File: config.mk
export PLATFORM = sky130hd
export DESIGN_NAME = regfile_scoreboard
export DESIGN_NICKNAME = d
export VERILOG_FILES = /design/src/rtl/regfile_pkg.sv /design/src/rtl/wb_arbiter.sv /design/src/rtl/regfile_scoreboard.sv
export SDC_FILE = /design/constraint.sdc
export NUM_CORES = 1
export LEC_CHECK = 0
export CELL_PAD_IN_SITES_DETAIL_PLACEMENT = 0
export CELL_PAD_IN_SITES_GLOBAL_PLACEMENT = 1
export CORE_MARGIN = 2
export CORE_UTILIZATION = 28
export DETAILED_ROUTE_END_ITERATION = 8
export GPL_TIMING_DRIVEN = 0
export HOLD_SLACK_MARGIN = 0.1
export PLACE_DENSITY = 0.88
export SKIP_CTS_REPAIR_TIMING = 1
export SYNTH_ARGS = -nofsm -noshare
export SYNTH_HDL_FRONTEND = slang
export SYNTH_SLANG_ARGS = --single-unit
File: constraint.sdc
create_clock -name clk -period 3.19 [get_ports clk]
set_clock_uncertainty 0.2 [all_clocks]
set_input_delay 0.4785 -clock clk [delete_from_list [all_inputs] [get_ports clk]]
set_output_delay 0.4785 -clock clk [all_outputs]
set_load 0.05 [all_outputs]
File: src/rtl/regfile_pkg.sv
// Shared constants and types for the register-file write-port scoreboard.
package regfile_pkg;

  localparam int NUM_REGS = 32;
  localparam int ADDR_W   = 5;
  localparam int DATA_W   = 64;

  // Which producer owns the register-file write port this cycle.
  typedef enum logic [1:0] {
    WB_NONE = 2'd0,
    WB_ALU  = 2'd1,
    WB_MEM  = 2'd2
  } wb_src_e;

endpackage

File: src/rtl/wb_arbiter.sv
// Two-input writeback arbiter: loads (mem) win by default, but the ALU is
// forced through after STARVE_MAX consecutive losses.
module wb_arbiter
  import regfile_pkg::*;
#(
  parameter int STARVE_MAX = 4
) (
  input  logic    clk,
  input  logic    reset,
  input  logic    alu_valid,
  input  logic    mem_valid,
  output logic    alu_ready,
  output logic    mem_ready,
  output wb_src_e wb_src
);

  localparam int CNT_W = (STARVE_MAX < 1) ? 1 : $clog2(STARVE_MAX + 1);
  localparam logic [CNT_W-1:0] STARVE_LIM = CNT_W'(STARVE_MAX);

  logic [CNT_W-1:0] starve_q;
  logic [CNT_W-1:0] starve_d;
  logic             starved;

  // Grants depend only on the requests and the starvation count.
  always_comb begin
    starved   = (starve_q == STARVE_LIM);
    mem_ready = !(alu_valid && starved);
    alu_ready = !mem_valid || starved;

    if (mem_valid && mem_ready) begin
      wb_src = WB_MEM;
    end else if (alu_valid && alu_ready) begin
      wb_src = WB_ALU;
    end else begin
      wb_src = WB_NONE;
    end

    // Count only cycles where the ALU asked and lost; any win or idle resets it.
    if (!alu_valid || alu_ready) begin
      starve_d = '0;
    end else if (!starved) begin
      starve_d = starve_q + CNT_W'(1);
    end else begin
      starve_d = starve_q;
    end
  end

  // Starvation counter register.
  always_ff @(posedge clk or negedge reset) begin
    if (!reset) begin
      starve_q <= '0;
    end else begin
      starve_q <= starve_d;
    end
  end

endmodule

File: src/rtl/regfile_scoreboard.sv
// Register-file write-port controller and pending-write scoreboard.
// Stalls issue on RAW/WAW hazards and registers the single write port.
module regfile_scoreboard
  import regfile_pkg::*;
#(
  parameter int NUM_REGS   = regfile_pkg::NUM_REGS,
  parameter int ADDR_W     = regfile_pkg::ADDR_W,
  parameter int DATA_W     = regfile_pkg::DATA_W,
  parameter int STARVE_MAX = 4
) (
  input  logic                clk,
  input  logic                reset,
  input  logic                iss_valid,
  input  logic [ADDR_W-1:0]   iss_rs1,
  input  logic [ADDR_W-1:0]   iss_rs2,
  input  logic [ADDR_W-1:0]   iss_rd,
  input  logic                iss_wen,
  output logic                iss_ready,
  input  logic                alu_valid,
  input  logic [ADDR_W-1:0]   alu_rd,
  input  logic [DATA_W-1:0]   alu_data,
  output logic                alu_ready,
  input  logic                mem_valid,
  input  logic [ADDR_W-1:0]   mem_rd,
  input  logic [DATA_W-1:0]   mem_data,
  output logic                mem_ready,
  output logic                regWrite,
  output logic [ADDR_W-1:0]   rd,
  output logic [DATA_W-1:0]   writeData,
  output logic [NUM_REGS-1:0] busy_vec,
  output logic                wb_err
);

  logic [NUM_REGS-1:0] busy_q, busy_d;
  logic                reg_write_q, reg_write_d;
  logic [ADDR_W-1:0]   rd_q, rd_d;
  logic [DATA_W-1:0]   write_data_q, write_data_d;
  logic                wb_err_q, wb_err_d;

  wb_src_e             wb_src;
  logic                wb_acc;
  logic [ADDR_W-1:0]   wb_rd;
  logic [DATA_W-1:0]   wb_data;
  logic                iss_set;

  wb_arbiter #(
    .STARVE_MAX (STARVE_MAX)
  ) u_wb_arbiter (
    .clk       (clk),
    .reset     (reset),
    .alu_valid (alu_valid),
    .mem_valid (mem_valid),
    .alu_ready (alu_ready),
    .mem_ready (mem_ready),
    .wb_src    (wb_src)
  );

  // Hazard check uses registered busy bits only; bit 0 is never set.
  always_comb begin
    iss_ready = !(busy_q[iss_rs1] || busy_q[iss_rs2] || (iss_wen && busy_q[iss_rd]));
    iss_set   = iss_valid && iss_ready && iss_wen && (iss_rd != '0);
  end

  // Select the granted writeback and compute next write-port and scoreboard state.
  always_comb begin
    wb_acc  = (wb_src != WB_NONE);
    wb_rd   = (wb_src == WB_MEM) ? mem_rd   : alu_rd;
    wb_data = (wb_src == WB_MEM) ? mem_data : alu_data;

    reg_write_d  = wb_acc && (wb_rd != '0);
    rd_d         = wb_acc ? wb_rd   : rd_q;
    write_data_d = wb_acc ? wb_data : write_data_q;

    // A write to a register nobody is waiting on means the pipeline lost track.
    wb_err_d = wb_err_q || (wb_acc && (wb_rd != '0) && !busy_q[wb_rd]);

    // Clear lands with the register-file write; a same-edge new issue re-sets it.
    busy_d = busy_q;
    if (reg_write_q) begin
      busy_d[rd_q] = 1'b0;
    end
    if (iss_set) begin
      busy_d[iss_rd] = 1'b1;
    end
    busy_d[0] = 1'b0;
  end

  // Write-port and scoreboard registers; reset drops any in-flight write.
  always_ff @(posedge clk or negedge reset) begin
    if (!reset) begin
      busy_q       <= '0;
      reg_write_q  <= 1'b0;
      rd_q         <= '0;
      write_data_q <= '0;
      wb_err_q     <= 1'b0;
    end else begin
      busy_q       <= busy_d;
      reg_write_q  <= reg_write_d;
      rd_q         <= rd_d;
      write_data_q <= write_data_d;
      wb_err_q     <= wb_err_d;
    end
  end

  assign regWrite  = reg_write_q;
  assign rd        = rd_q;
  assign writeData = write_data_q;
  assign busy_vec  = busy_q;
  assign wb_err    = wb_err_q;

endmodule

==> results of run 1 <==
## worst min-delay path by stage
| stage | to | slack, ns |
|---|---|---|
| 6_report | u_wb_arbiter.starve_q[0] | 0.27 |
| 5_1_grt | u_wb_arbiter.starve_q[0] | 0.30 |
| 4_1_cts | busy_vec[27] | -0.11 |
| 3_5_place_dp | u_wb_arbiter.starve_q[0] | 0.27 |
| 3_3_place_gp | u_wb_arbiter.starve_q[0] | 0.25 |
| 2_1_floorplan | busy_vec[10] | -0.02 |
## report_power, final
group / switching (mW) / leakage (nW) / internal [mW] / total, mW
Clock: 0.535 / 0.140 / 0.543 / 1.08
Combinational: 1.75 / 2.48 / 1.35 / 3.10
Sequential: 0.438 / 1.24 / 1.63 / 2.06
Total: 2.73 / 3.86 / 3.52 / 6.25
## synthesized netlist by cell type, types with 18 or more instances
cell type / instances / share of area, %
nor2_1: 18 / 1.2
dfrtp_1: 105 / 46
mux4_2: 23 / 9.1
a222oi_1: 64 / 11
o21ai_0: 54 / 4.7
clkbuf_1: 37 / 2.4
inv_1: 73 / 4.8
nand3_1: 21 / 1.8
nand2_1: 26 / 1.7
mux2i_1: 18 / 3.2
## flip-flops by register name (all words and copies together) (netlist names)
register,count
writeData,64
busy_vec,31
rd,5
u_wb_arbiter.starve_q,3
regWrite,1
wb_err,1
## layout by cell type, fill, tap and decap left out, types with 2 or more instances in the layout
cell type / instances
a211oi_1: 2
a21bo_2: 8
a21oi_1: 8
a221oi_1: 4
a222oi_1: 64
a22oi_1: 4
a31oi_1: 3
and2_1: 6
and3_1: 2
buf_1: 2
buf_2: 3
buf_4: 31
buf_8: 2
clkbuf_1: 32
clkbuf_16: 9
clkbuf_2: 6
clkdlybuf4s50_1: 253
clkinv_2: 2
dfrtp_1: 77
dfrtp_2: 28
ha_1: 2
inv_1: 72
inv_6: 3
mux2_2: 5
mux2i_1: 17
mux4_2: 23
nand2_1: 26
nand3_1: 20
nand3b_1: 8
nor2_1: 17
nor2b_1: 2
nor3_1: 2
o21ai_0: 54
o22ai_1: 2
o31a_1: 2
o31ai_1: 8
or3_1: 5
or3b_2: 3
## worst reg2reg max path: cells and delay by family (launching register included)
family          cells  cell delay (ns)
mux                 3             1.16
compound gates      1             0.27
simple gates        2             1.03
buf+inv             1             0.19
flops               1             0.46
## logic make-up after synthesis
| group | Yosys count |
|---|---|
| muxes | 46 |
| xor gates and xnor gates | 1 |
| other | 1 |
| adders and majority gates | 2 |
| DFF | 105 |
| and+or+nand+nor | 102 |
| buffers and inverters | 117 |
| AOI/OAI and AO/OA | 169 |
## cell type report
cell class	instances	area share, %
buffer	44	2.07
clock buffer	10	2.48
clock inverter	6	0.515
inverter	73	2.99
multi-input combinational	321	28.9
sequential	105	28.8
tap	270	3.66
timing repair buffer	287	30.5
## routing by layer
layer / global-route usage (%) / vias to the layer above
met5: 0 / -
met4: 8.74 / 0
met3: 4.57 / 45
met2: 34.0 / 333
met1: 27.1 / 3006
li1: - / 2682
## stage by stage
stage	utilization [%]	instances	hold slack (ns)	area (um^2)
finish	46.0	1116	0.271	9240
global route	46.0	1116	0.297	9240
CTS	44.4	1085	-0.109	8920
detailed placement	43.0	1069	0.269	8640
global placement	42.8	1068	0.251	8610
floorplan	-	543	-0.0171	5720
==> results.toml, run 1 <==
[status]
status = "complete, but fails checks"
violations = "setup timing"

[grt]
grt_pass1_vias = 6021
grt_max_degree = 54
grt_usage_pct = 20.9
grt_antenna_before_repair = 0
grt_pass1_wl_mm = 34.8
overflow = 0

[worst_setup_path]
cpPeakStageDelay_ns = 0.53
endpoint_kind = "output port"
critical_path_required_ns = 2.51
r2r_end = "busy_vec[14]"
r2r_start = "busy_vec[30]"
worst-path-buf-inv = 5
arrival_ns = 2.71
path_depth = 9
worstSetupPathType = "in -> out"
r2r_setup_slack_ns = -0.17
cpMostUsedCell = "buf_8"
slowest_stage = "clkdlybuf4s50_1"
endpoint = "iss_ready"
cp-start-kind = "primary input"
worstRegToRegCells = 7
crit_fanout = 10
crit_family = "buffers and inverters"
path_cells = "clkdlybuf4s50_1, clkbuf_2, mux4_2, a22oi_1, nand4_1, a21o_4, buf_8, inv_4, buf_8"
crit_path_start = "iss_rd[1]"

[drt]
met1_length_mm = 9.27
num_vias = 6066
routed_wl_mm = 23.0
post_drt_wl_per_cell_um = 20.6
wl_met2_mm = 11.2
dr.pass1.iters = 6
drc = 0
avgViaCountPerCell = 5.44
wl_met3_mm = 1.89
top_layer_used = "met4"
drtIter0Drc = 635
ant_nets = 0

[cts]
cts.sinks = 105
clk_path_buf_depth = 2
cts_tree = "built"
clk_latency_ns = 0.35
cts-root-buf = "clkbuf_16"
cts.htree.levels = 3
numCtsBuffers = 9
clk_pin_slew_ns = 0.08

[synth]
synthSimpleGateAreaFrac_pct = 9.41
async_flop_share_pct = 100
synthAdderAreaFrac_pct = 0.438
avgSynthCellArea_um2 = 10.5
yosysWarnings = 0
synth_top_family_by_area = "compound AO/OA/AOI/OAI gates"
synthFlopType = "dfrtp_1"
synth-edff-count = 0
muxShareOfSynthArea_pct = 13.2
ys_seq_elements = 105
syn_area_um2 = 5720
synthesis.nets = 704
synth_xor_area_share_pct = 0.153
syn-instance-count = 543
synth-compound-area-share_pct = 22.9
yosysUniqueCellTypes = 50
yosysSeqAreaShare_pct = 46.0

[layout]
diodes = 0
fill_cells = 1890
fin_nets = 1002
area_delta_synth_final_pct = 61.6
drive_gt1_share_pct = 16.2
seqCellArea_um2 = 2660
multi_input_area_um2 = 2670

[placement]
dp_slack_ns = -1.27
gp_congestion = 0.930
dp_hpwl_mm = 16.8
port-buffer-count = 255

[timing]
relSlewSlack_pct = 30.3
tightest_slew_ns = 1.04
final.period_utilization_pct = 106
tns_ns = -1.51
drv_slew = 0
fmax_mhz = 295
finalSetupViolations = 9
fin_ws_ns = -0.196
hold_viol = 0
grt_setup_unrepaired = "true"
period_needed_ns = 3.39

[pwr]
pwr_density_cell_nw_per_um2 = 676
ir_worst_vdd_v = 0.000335
p_total_mw = 6.25
power.leakage_nw = 3.86

[die]
core-area_um2 = 20100
start_util_pct = 28.4
io_pins = 265
rows = 52
die-area_um2 = 21600
die_y_um = 147
die_x_um = 147

[hold_path]
hp-class = "reg -> reg"
min_from = "u_wb_arbiter.starve_q[0]"
hold_depth = 1

[job]
max-cap-violations = 0
No activity file was read; power rests on OpenSTA's default activity.
==> run 2, diff against run 1 <==
--- a/config.mk
+++ b/config.mk
@@ -13,6 +13,7 @@
 export GPL_TIMING_DRIVEN = 0
 export HOLD_SLACK_MARGIN = 0.1
 export PLACE_DENSITY = 0.88
+export RECOVER_POWER = 100
 export SKIP_CTS_REPAIR_TIMING = 1
 export SYNTH_ARGS = -nofsm -noshare
 export SYNTH_HDL_FRONTEND = slang
==> run 2 against run 1 <==
- the flow finishes with violations (DRC, setup timing)
- total power shrank 1.4%
- worst setup slack better by 0.0088 ns
- cell count unchanged
- critical path depth down 2
- core utilization fell by 0.13 points
- sequential power about the same
- via count up 0.46%
- flip-flop and latch count did not move
- clock power about the same
- critical path type is now reg -> reg
- largest power group unchanged
- highest routed layer unchanged
==> results.toml, run 2 (synthesis gave the netlist of run 1 again) <==
[timing]
period_needed_ns = 3.38
final.period_utilization_pct = 106
hold_viol = 0
whs_ns = 0.271
fin_ws_ns = -0.187
fmax_mhz = 296
grt_setup_unrepaired = "true"
tightest_slew_ns = 1.37
finalSetupViolations = 9
relSlewSlack_pct = 8.35
tns_ns = -1.57
drv_slew = 0

[layout]
layout_commonest_cell = "clkdlybuf4s50_1"
diodes = 0
fin_nets = 1002
fill_cells = 1891
drive_gt1_share_pct = 16.2
mostFrequentLayoutCells = "157 x clkdlybuf4s50_1, 97 x dlygate4sd3_1, 77 x dfrtp_1, 72 x inv_1, 64 x a222oi_1"
largest_reg_flops = 64
stdcell_count = 1116
area_delta_synth_final_pct = 61.2

[worst_setup_path]
cpMostUsedCell = "mux4_2"
worst-path-buf-inv = 1
crit_family = "multiplexers"
endpoint_kind = "flip-flop"
critical_path_required_ns = 3.27
arrival_ns = 3.46
crit_fanout = 8
cpPeakStageDelay_ns = 0.85
path_cells = "mux4_2, mux4_2, mux2i_2, nand3_2, buf_4, nor4_2, a21bo_2"
slowest_stage = "nor4_2"
worstSetupPathType = "reg -> reg"
cp-start-kind = "flip-flop"

[drt]
drtIter0Drc = 634
avgViaCountPerCell = 5.46
post_drt_wl_per_cell_um = 20.6
num_vias = 6094
ant_nets = 0
drc = 3
dr.pass1.iters = 9
routed_wl_mm = 23.0

[die]
die-area_um2 = 21600
core-area_um2 = 20100
die_y_um = 147
rows = 52
die_x_um = 147
io_pins = 265
start_util_pct = 28.4

[placement]
dp.cells = 1069
dp_slack_ns = -1.27
gp_congestion = 0.930
port-buffer-count = 255
dp_hpwl_mm = 16.8

[grt]
overflow = 0
grt_pass1_vias = 6021
grt_use_met1_pct = 27.1
grt_max_degree = 54
grt_antenna_before_repair = 0
grt_use_met2_pct = 34.0
grt_util_met3_pct = 4.57
grt_usage_pct = 20.9
grt_pass1_wl_mm = 34.8
busiest_layer = "met2"

[cts]
clk_latency_ns = 0.35
numCtsBuffers = 9
cts-root-buf = "clkbuf_16"
cts.htree.levels = 3
clk_pin_slew_ns = 0.08
clk_path_buf_depth = 2
cts.sinks = 105
cts_tree = "built"

[pwr]
ir_worst_vdd_v = 0.000318
pwr_density_cell_nw_per_um2 = 669
power.leakage_nw = 3.93

[job]
max-cap-violations = 0

[status]
violations = "DRC, setup timing"
status = "complete, but fails checks"

[hold_path]
hp-class = "reg -> reg"
[run 2: cell types whose count changed in the layout (fill, tap and decap cells not counted), sizes merged]
cell           previous run  this run
clkdlybuf4s50           253       157
dlygate4sd3               1        97
buf                      40        38
clkbuf                   47        49
[run 2: per-stage QoR]
step | total power, mW | util, % | instance area (um^2)
CTS | 5.92 | 44.4 | 8920
detailed placement | 4.82 | 43.0 | 8640
floorplan | 3.59 | - | 5720
global placement | 4.78 | 42.8 | 8610
finish | 6.16 | 45.8 | 9210
global route | 6.39 | 45.8 | 9210
[run 2: worst paths after layout]
path                                          startpoint                  endpoint  slack [ns]  depth (start not counted)
worst max-delay path                        busy_vec[30]              busy_vec[14]       -0.19                          7
max in group asynchronous                          reset             writeData[34]        0.45                          3
min in group asynchronous                          reset              busy_vec[26]        0.78                          2
worst min-delay path            u_wb_arbiter.starve_q[0]  u_wb_arbiter.starve_q[0]        0.27                          1
worst min register to register  u_wb_arbiter.starve_q[0]  u_wb_arbiter.starve_q[0]        0.27                          1
worst max register to register              busy_vec[30]              busy_vec[14]       -0.19                          7
[run 2: power by group]
part	total [mW]	internal [mW]	switching, mW
clock	1.08	0.543	0.536
sequential	2.06	1.63	0.439
combinational	3.02	1.27	1.75
[run 2: area by class of cell]
cell class	count	area, um^2	area share, %
tap	270	338	3.67
clock inverter	6	47.5	0.516
clock buffer	10	229	2.49
sequential	105	2660	28.9
timing repair buffer	287	2800	30.3
multi-input combinational	321	2670	29.0
buffer	44	191	2.08
inverter	73	277	3.00
[run 2: per-layer routing]
metal / part of all wire [%] / wire (um)
met5: 0 / 0
met4: 2.7 / 612
met3: 7.8 / 1780
met2: 49 / 11300
met1: 41 / 9330
==> run 3, diff against run 2 <==
--- a/config.mk
+++ b/config.mk
@@ -8,11 +8,13 @@
 export CELL_PAD_IN_SITES_DETAIL_PLACEMENT = 0
 export CELL_PAD_IN_SITES_GLOBAL_PLACEMENT = 1
 export CORE_MARGIN = 2
-export CORE_UTILIZATION = 28
+export CORE_UTILIZATION = 29
+export CTS_BUF_LIST = sky130_fd_sc_hd__clkbuf_2 sky130_fd_sc_hd__clkbuf_4 sky130_fd_sc_hd__clkbuf_8
 export DETAILED_ROUTE_END_ITERATION = 8
 export GPL_TIMING_DRIVEN = 0
 export HOLD_SLACK_MARGIN = 0.1
-export PLACE_DENSITY = 0.88
+export MAX_ROUTING_LAYER = met4
+export PLACE_DENSITY = 0.9
 export RECOVER_POWER = 100
 export SKIP_CTS_REPAIR_TIMING = 1
 export SYNTH_ARGS = -nofsm -noshare
==> run 3 against run 2 <==
- the flow still finishes with violations (DRC, setup timing)
- clock power decreased by 27%
- sequential power about the same
- final area decreased by 2.0%
- clock-buffer cell count unchanged
- combinational power decreased by 3%
- fmax decreased by 2.6%
- via count decreased by 2.2%
- hold slack improved by 0.0027 ns
- register-to-register slack improved by 0.06 ns
- first-iteration DRC count decreased by 2.8%
- critical endpoint is now iss_ready
- largest cell class unchanged
==> results.toml, run 3 (synthesis gave the netlist of run 1 again) <==
[worst_setup_path]
crit_fanout = 10
cp-start-kind = "primary input"
worstRegToRegCells = 7
crit_path_start = "iss_rd[1]"
arrival_ns = 2.79
endpoint_kind = "output port"
r2r_end = "busy_vec[10]"
cpPeakStageDelay_ns = 0.52
critical_path_required_ns = 2.51
r2r_start = "busy_vec[22]"
path_cells = "clkdlybuf4s50_1, clkbuf_2, mux4_2, a22oi_1, nand4_1, a21o_4, buf_8, inv_4, buf_8"
worstSetupPathType = "in -> out"
slowest_stage = "clkdlybuf4s50_1"
endpoint = "iss_ready"
r2r_setup_slack_ns = -0.13
cpMostUsedCell = "buf_8"

[grt]
grt_max_degree = 62
grt_usage_pct = 21.5
grt_pass1_wl_mm = 32.9
overflow = 0
grt_pass1_vias = 5804
grt_antenna_before_repair = 0

[timing]
drv_slew = 0
final.period_utilization_pct = 109
finalSetupViolations = 9
relSlewSlack_pct = 20.9
fin_ws_ns = -0.277
period_needed_ns = 3.47
hold_viol = 0
fmax_mhz = 288
grt_setup_unrepaired = "true"
tightest_slew_ns = 1.19

[layout]
largest_reg_flops = 64
layout_commonest_cell = "clkdlybuf4s50_1"
diodes = 0
fin_area_um2 = 9030
area_delta_synth_final_pct = 58.0
drive_gt1_share_pct = 15.2
mostFrequentLayoutCells = "177 x clkdlybuf4s50_1, 77 x dfrtp_1, 77 x dlygate4sd3_1, 72 x inv_1, 64 x a222oi_1"
stdcell_count = 1101
fin_nets = 993

[job]
max-cap-violations = 0

[placement]
dp_slack_ns = -1.31
gp_congestion = 0.919
place_area_um2 = 8630
port-buffer-count = 255
dp.cells = 1064
dp_hpwl_mm = 16.4

[pwr]
p_total_mw = 5.81
ir_worst_vdd_v = 0.000356
pwr_density_cell_nw_per_um2 = 644
power.leakage_nw = 3.81

[drt]
routed_wl_mm = 22.4
ant_nets = 0
drc = 3
num_vias = 5961
avgViaCountPerCell = 5.41
post_drt_wl_per_cell_um = 20.3
dr.pass1.iters = 9
drtIter0Drc = 616

[die]
io_pins = 265
die_y_um = 144
rows = 51
start_util_pct = 29.5
die_x_um = 144
core-area_um2 = 19400
die-area_um2 = 20800

[cts]
clk_pin_slew_ns = 0.11
clk_path_buf_depth = 2
numCtsBuffers = 9
cts_tree = "built"
clk_latency_ns = 0.38
cts.sinks = 105
cts-root-buf = "clkbuf_8"
cts.htree.levels = 3

[hold_path]
hp-class = "reg -> reg"

[status]
status = "complete, but fails checks"
violations = "DRC, setup timing"
[run 3: power by group]
part	internal, mW	leakage [nW]	switching [mW]
sequential	1.62	1.24	0.463
combinational	1.24	2.48	1.69
clock	0.295	0.0788	0.498
total	3.16	3.81	2.65
[run 3: worst min-delay path by stage]
stage | slack (ns) | cells past startpoint | endpoint | from
finish | 0.27 | 1 | u_wb_arbiter.starve_q[0] | u_wb_arbiter.starve_q[0]
global route | 0.30 | 1 | u_wb_arbiter.starve_q[0] | u_wb_arbiter.starve_q[0]
CTS | -0.1 | 1 | busy_vec[3] | reset
detailed placement | 0.26 | 1 | u_wb_arbiter.starve_q[0] | u_wb_arbiter.starve_q[0]
global placement | 0.25 | 1 | u_wb_arbiter.starve_q[0] | u_wb_arbiter.starve_q[0]
floorplan | -0.02 | 0 | busy_vec[10] | reset
[run 3: per-layer routing]
metal | global-route usage [%] | routed length (um) | share of wire [%]
met4 | 7.61 | 574 | 2.6
met5 | - | 0 | 0
met3 | 4.30 | 1680 | 7.5
met1 | 27.8 | 9090 | 41
met2 | 33.7 | 11000 | 49
[run 3: worst max-delay path: cells and delay by family]
| family | cells | cell delay, ns |
|---|---|---|
| AOI/OAI and AO/OA | 2 | 0.57 |
| and+or+nand+nor | 1 | 0.30 |
| buffers and inverters | 5 | 1.09 |
| muxes | 1 | 0.35 |
[run 3: area by class of cell]
type                            count  area [um^2]
Tap cell                          265          332
Clock buffer                       10          131
Sequential cell                   105         2660
Multi-Input combinational cell    321         2670
Clock inverter                      5         40.0
Fill cell                        1839        10400
Inverter                           73          277
Timing Repair Buffer              278         2730
Buffer                             44          191
[run 3: stage by stage]
step / util (%) / hold slack, ns / setup TNS [ns]
floorplan: - / -0.0171 / -0.0608
global placement: 44.4 / 0.247 / -311.07
detailed placement: 44.5 / 0.264 / -19.74
CTS: 45.4 / -0.0983 / -1.88
global route: 46.6 / 0.304 / -1.96
finish: 46.6 / 0.274 / -1.29
